`src/rtl/rc4_pkg.sv`:
```
// Shared types and constants for the RC4 key-scheduling shuffle.
package rc4_pkg;

  localparam int KEY_LEN    = 3;
  localparam int SBOX_DEPTH = 256;
  localparam int BYTE_W     = 8;

  typedef logic [BYTE_W-1:0] byte_t;

  typedef logic [3:0] state_t;
  localparam state_t ST_IDLE = 4'd0;
  localparam state_t ST_RD_I = 4'd1;
  localparam state_t ST_WT_I = 4'd2;
  localparam state_t ST_LT_I = 4'd3;
  localparam state_t ST_RD_J = 4'd4;
  localparam state_t ST_WT_J = 4'd5;
  localparam state_t ST_LT_J = 4'd6;
  localparam state_t ST_WR_I = 4'd7;
  localparam state_t ST_WR_J = 4'd8;
  localparam state_t ST_NXT  = 4'd9;
  localparam state_t ST_DONE = 4'd10;

endpackage

```
`src/rtl/fsm_shuffler_if.sv`:
```
// Start/finish handshake and single-port S-box RAM bus of the shuffler.
interface fsm_shuffler_if;
  import rc4_pkg::*;

  logic [23:0] Secret_Key;
  logic        In_Start;
  byte_t       q;
  logic        Finish_ack;
  byte_t       data;
  byte_t       Address;
  logic        Init_Finish;
  logic        wren;

  modport master (
    input  Secret_Key, In_Start, q, Finish_ack,
    output data, Address, Init_Finish, wren
  );

  modport slave (
    output Secret_Key, In_Start, q, Finish_ack,
    input  data, Address, Init_Finish, wren
  );

endinterface

```
`src/rtl/fsm_shuffler.sv`:
```
// RC4 KSA swap loop over a pre-initialised 256x8 S-box in single-port sync RAM.
// state | meaning
// IDLE  | wait for In_Start
// RD_I  | put i on the address bus
// WT_I  | RAM read latency
// LT_I  | latch S[i], update j
// RD_J  | put j on the address bus
// WT_J  | RAM read latency
// LT_J  | latch S[j]
// WR_I  | write S[j] to i
// WR_J  | write S[i] to j
// NXT   | end of iteration, advance i
// DONE  | hold Init_Finish until Finish_ack
module fsm_shuffler
  import rc4_pkg::*;
(
  input  logic           clk,
  input  logic           rst,
  fsm_shuffler_if.master bus
);

  state_t     state;
  byte_t      i, j, si, sj;
  byte_t      addr_r, data_r;
  logic       wren_r, finish_r;
  logic [1:0] kidx;
  byte_t      key_byte;

  always_comb begin
    case (kidx)
      2'd0:    key_byte = bus.Secret_Key[23:16];
      2'd1:    key_byte = bus.Secret_Key[15:8];
      default: key_byte = bus.Secret_Key[7:0];
    endcase
  end

  always_ff @(posedge clk) begin
    if (rst) begin
      state    <= ST_IDLE;
      i        <= '0;
      j        <= '0;
      si       <= '0;
      sj       <= '0;
      kidx     <= '0;
      addr_r   <= '0;
      data_r   <= '0;
      wren_r   <= 1'b0;
      finish_r <= 1'b0;
    end else begin
      wren_r <= 1'b0;
      case (state)
        ST_IDLE: begin
          if (bus.In_Start) begin
            i     <= '0;
            j     <= '0;
            kidx  <= '0;
            state <= ST_RD_I;
          end
        end
        ST_RD_I: begin
          addr_r <= i;
          state  <= ST_WT_I;
        end
        ST_WT_I: state <= ST_LT_I;
        ST_LT_I: begin
          si    <= bus.q;
          j     <= j + bus.q + key_byte;
          state <= ST_RD_J;
        end
        ST_RD_J: begin
          addr_r <= j;
          state  <= ST_WT_J;
        end
        ST_WT_J: state <= ST_LT_J;
        ST_LT_J: begin
          sj    <= bus.q;
          state <= ST_WR_I;
        end
        ST_WR_I: begin
          addr_r <= i;
          data_r <= sj;
          wren_r <= 1'b1;
          state  <= ST_WR_J;
        end
        ST_WR_J: begin
          addr_r <= j;
          data_r <= si;
          wren_r <= 1'b1;
          state  <= ST_NXT;
        end
        ST_NXT: begin
          if (i == 8'(SBOX_DEPTH - 1)) begin
            state <= ST_DONE;
          end else begin
            i     <= i + 8'd1;
            // key index wraps at KEY_LEN instead of computing i mod 3
            kidx  <= (kidx == 2'(KEY_LEN - 1)) ? 2'd0 : kidx + 2'd1;
            state <= ST_RD_I;
          end
        end
        ST_DONE: begin
          if (bus.Finish_ack) begin
            finish_r <= 1'b0;
            state    <= ST_IDLE;
          end else begin
            finish_r <= 1'b1;
          end
        end
        default: state <= ST_IDLE;
      endcase
    end
  end

  assign bus.Address     = addr_r;
  assign bus.data        = data_r;
  assign bus.wren        = wren_r;
  assign bus.Init_Finish = finish_r;

endmodule

```
`src/flat_wrapper.sv`:
```
// flat-port wrapper written by rule: the top's interface ports become plain ports
module fsm_shuffler_flat import rc4_pkg::*;
  (clk, rst, bus_Secret_Key, bus_In_Start, bus_q, bus_Finish_ack, bus_data, bus_Address, bus_Init_Finish, bus_wren);
  fsm_shuffler_if bus_i ();
  input  logic clk;
  input  logic rst;
  input wire logic [$bits(bus_i.Secret_Key)-1:0] bus_Secret_Key;
  input wire logic [$bits(bus_i.In_Start)-1:0] bus_In_Start;
  input wire logic [$bits(bus_i.q)-1:0] bus_q;
  input wire logic [$bits(bus_i.Finish_ack)-1:0] bus_Finish_ack;
  output wire logic [$bits(bus_i.data)-1:0] bus_data;
  output wire logic [$bits(bus_i.Address)-1:0] bus_Address;
  output wire logic [$bits(bus_i.Init_Finish)-1:0] bus_Init_Finish;
  output wire logic [$bits(bus_i.wren)-1:0] bus_wren;
  assign bus_i.Secret_Key = bus_Secret_Key;
  assign bus_i.In_Start = bus_In_Start;
  assign bus_i.q = bus_q;
  assign bus_i.Finish_ack = bus_Finish_ack;
  assign bus_data = bus_i.data;
  assign bus_Address = bus_i.Address;
  assign bus_Init_Finish = bus_i.Init_Finish;
  assign bus_wren = bus_i.wren;
  fsm_shuffler u_core (.clk(clk), .rst(rst), .bus(bus_i));
endmodule
```
`config.mk`:
```
export PLATFORM = sky130hd
export DESIGN_NAME = fsm_shuffler_flat
export DESIGN_NICKNAME = d
export VERILOG_FILES = /design/src/rtl/rc4_pkg.sv /design/src/rtl/fsm_shuffler_if.sv /design/src/rtl/fsm_shuffler.sv /design/src/flat_wrapper.sv
export SDC_FILE = /design/constraint.sdc
export NUM_CORES = 1
export LEC_CHECK = 0
export ABC_AREA = 1
export CAP_MARGIN = 0
export CORE_MARGIN = 5
export CORE_UTILIZATION = 53
export CTS_CLUSTER_DIAMETER = 60
export DETAILED_ROUTE_END_ITERATION = 16
export PLACE_DENSITY_LB_ADDON = 0.25
export SLEW_MARGIN = 5
export SYNTH_ARGS = -nofsm -noshare
export SYNTH_HDL_FRONTEND = slang
export SYNTH_SLANG_ARGS = --single-unit
```
`constraint.sdc`:
```
create_clock -name clk -period 3.35 [get_ports clk]
set_input_delay 0.335 -clock clk [delete_from_list [all_inputs] [get_ports clk]]
set_output_delay 0.335 -clock clk [all_outputs]
set_load 0.01 [all_outputs]
```
==> flow_summary.toml <==
[finish]
design_area_mm2 = 0.00371
fin_nets = 523
final_cells = 545
utilization_pct = 67.4
area_growth_syn_to_layout_pct = 22.9
n_antenna_cell = 0
drive_above_1_share_pct = 5.50

[synthesis]
synth-main-ff-cell = "dfxtp_1"
postSynthRegisterBits = 56
netlist.area_leader.share_pct = 37.1
synth_area_leader_cell = "dfxtp_1"
syn_area_mm2 = 0.00302
ys_async_sr_fraction_pct = 0
synth-edff-count = 0
synth_area_leaders = "dfxtp_1, inv_1, nand2_1"
avgSynthCellArea_um2 = 7.16
yosys.cell_count.top_type = "inv_1"
ys_warn_count = 0
synth.distinct_cells = 34
syn-num-nets = 473
syn_inst = 422
synth_seq_area_share_pct = 37.1
synthTopCellsByCount = "inv_1, nand2_1, dfxtp_1"

[drt]
drt_iter0_drc = 110
num_vias = 2830
vias_per_cell = 5.19
wire_per_inst_um = 12.9
drt.antenna.violating_nets = 0
drt_first_pass_iters = 4
drc = 0
wl_mm = 7.04

[placement]
placed_area_mm2 = 0.00360
placedCellCount = 537
numPortBuffers = 53
gp_congestion = 0.885
pre_cts_slack_ns = 0.515
dp_hpwl_mm = 5.42

[critical_path]
slowest_delay_ns = 0.44
worst_path_max_delay_cell = "fa_1"
crit_top_cell = "inv_1"
critPathMaxFanout = 7
crit_path_start_kind = "flip-flop"
critPathCaptureType = "flip-flop"
worstPathCellList = "inv_1 -> nor2_1 -> inv_1 -> o221ai_1 -> fa_1 -> inv_1 -> ha_1 -> inv_1 -> fa_1 -> nor3_1 -> nor2_1 -> nand3_1 -> nand3_1 -> a21oi_1"
required_ns = 3.60
cp_top_family = "adder cells"
critPathKind = "reg2reg"
worst-path-buf-inv = 4
arrival_ns = 3.02

[grt]
grt_usage_pct = 19.6
grt_max_degree = 35
grt_pass1_wl_mm = 11.8
grt.overflow.total = 0
grt_pass1_vias = 2621
antenna_found_initial = 0

[floorplanning]
core_area_mm2 = 0.00551
dieArea_mm2 = 0.00731
die_y_um = 85.5
io_pins = 54
start_util_pct = 54.9
fp-row-count = 27
die_x_um = 85.5

[clocking]
cts_root_buffer = "clkbuf_8"
cts_resized = 0
insertion_delay_ns = 0.31
cts_sinks = 56
holdBufCountCts = 0
clk_pin_slew_worst_paths_ns = 0.10
clk_path_buf_depth = 2
cts_setup_buffers = 0
htree_levels = 2
cts-buffers-inserted = 5
cts_tree = "built"

[timing]
fmax_ghz = 0.361
fin_crit_ns = 2.77
timing.slew.headroom_pct = 42.5
max_slew.worst_pin.slew_ns = 0.862
whs_ns = 0.453
fin_worst_skew_ns = 0.00788
hold_viol = 0
drv_slew = 0
rsz0062_at_grt = "no"
tns_ns = 0
finalSetupViolations = 0
setup_slack_ns = 0.576
period_share_pct = 82.8

[job]
cap_violations = 0

[power_and_ir_drop]
p_int_mw = 1.12
max-vdd-ir-drop_uv = 236
clkPwrFrac_pct = 27.5
comb_power_share_pct = 27.7
power_mw = 1.62
p_switching_uw = 503
powerDensity_mw_per_mm2 = 436
leakage_nw = 1.57
p_seq_share_pct = 44.7
swShare_pct = 31.1

[outcome]
status = "finished, final reports clean"

[hold_path]
hold_class = "reg2reg"
[final cells by class]
type | count | area (um^2)
clock inverters | 3 | 42.5
multi-input cells | 277 | 1560
fillers | 467 | 1790
inverters | 77 | 289
clock buffers | 5 | 68.8
flip-flops and latches | 56 | 1120
well taps | 72 | 90.1
repair buffers | 55 | 546
[power by group through the flow]
stage / sequential, mW / combinational, mW / clock, mW
after global placement: 0.737 / 0.437 / 0
after floorplan: 0.742 / 0.299 / 0
after global routing: 0.729 / 0.510 / 0.487
after detailed placement: 0.738 / 0.448 / 0
after CTS: 0.724 / 0.450 / 0.456
final: 0.724 / 0.449 / 0.446
[layout by cell type, fill, tap and decap left out, drive strengths merged]
cell type	Yosys	final
inv	77	77
nand2	73	73
dfxtp	56	56
clkdlybuf4s50	0	53
nor2	48	48
o21ai	45	45
a21oi	41	41
nand3	15	15
a211oi	9	9
fa	8	8
o221ai	7	7
ha	7	7
nand4	5	5
clkbuf	10	5
nor3	5	5
o211ai	3	3
nand3b	2	2
o22ai	2	2
buf	2	2
o311ai	2	2
or2	1	1
a21o	1	1
o21bai	1	1
xnor2	1	1
a31o	1	1
bufinv	0	1
clkinv	0	1
clkinvlp	0	1
[final timing paths]
path         slack (ns)           start            to  depth (start not counted)
max                0.58  u_core.kidx[0]   u_core.j[7]                         14
min reg2reg        0.45    u_core.sj[1]  u_core.sj[1]                          2
min                0.45    u_core.sj[1]  u_core.sj[1]                          2
max reg2reg        0.58  u_core.kidx[0]   u_core.j[7]                         14
[registers in the layout, indices dropped and copies added, names as in the netlist]
| register | count |
|---|---|
| u_core.si | 8 |
| u_core.sj | 8 |
| u_core.bus.data | 8 |
| u_core.bus.Address | 8 |
| u_core.j | 8 |
| u_core.state | 4 |
| u_core.i | 8 |
| u_core.bus.wren | 1 |
| u_core.bus.Init_Finish | 1 |
| u_core.kidx | 2 |
[cells by family (layout without fill, tap and decap cells)]
| kind of cell | count (synthesis) | in the layout | synth area share (%) |
|---|---|---|---|
| AND/OR/NAND/NOR | 149 | 149 | 21.6 |
| buffers and inverters | 89 | 140 | 11.4 |
| flip-flops | 56 | 56 | 37.1 |
| AO/OA/AOI/OAI | 112 | 112 | 21.4 |
| XOR/XNOR | 1 | 1 | 0.290 |
| adder cells (fa/ha/maj) | 15 | 15 | 8.20 |
[routing by layer]
metal / routed length, um / track usage [%]
met5: 0 / 0
met2: 3160 / 31.9
met4: 86 / 4.60
met1: 3320 / 26.6
met3: 469 / 4.13
[tightest hold or removal path: stages, from the launching register on]
cell and delay (ns):
dfxtp_1 0.31, inv_1 0.06, a21oi_1 0.05
Note: power is estimated with default switching activity, not from simulation.
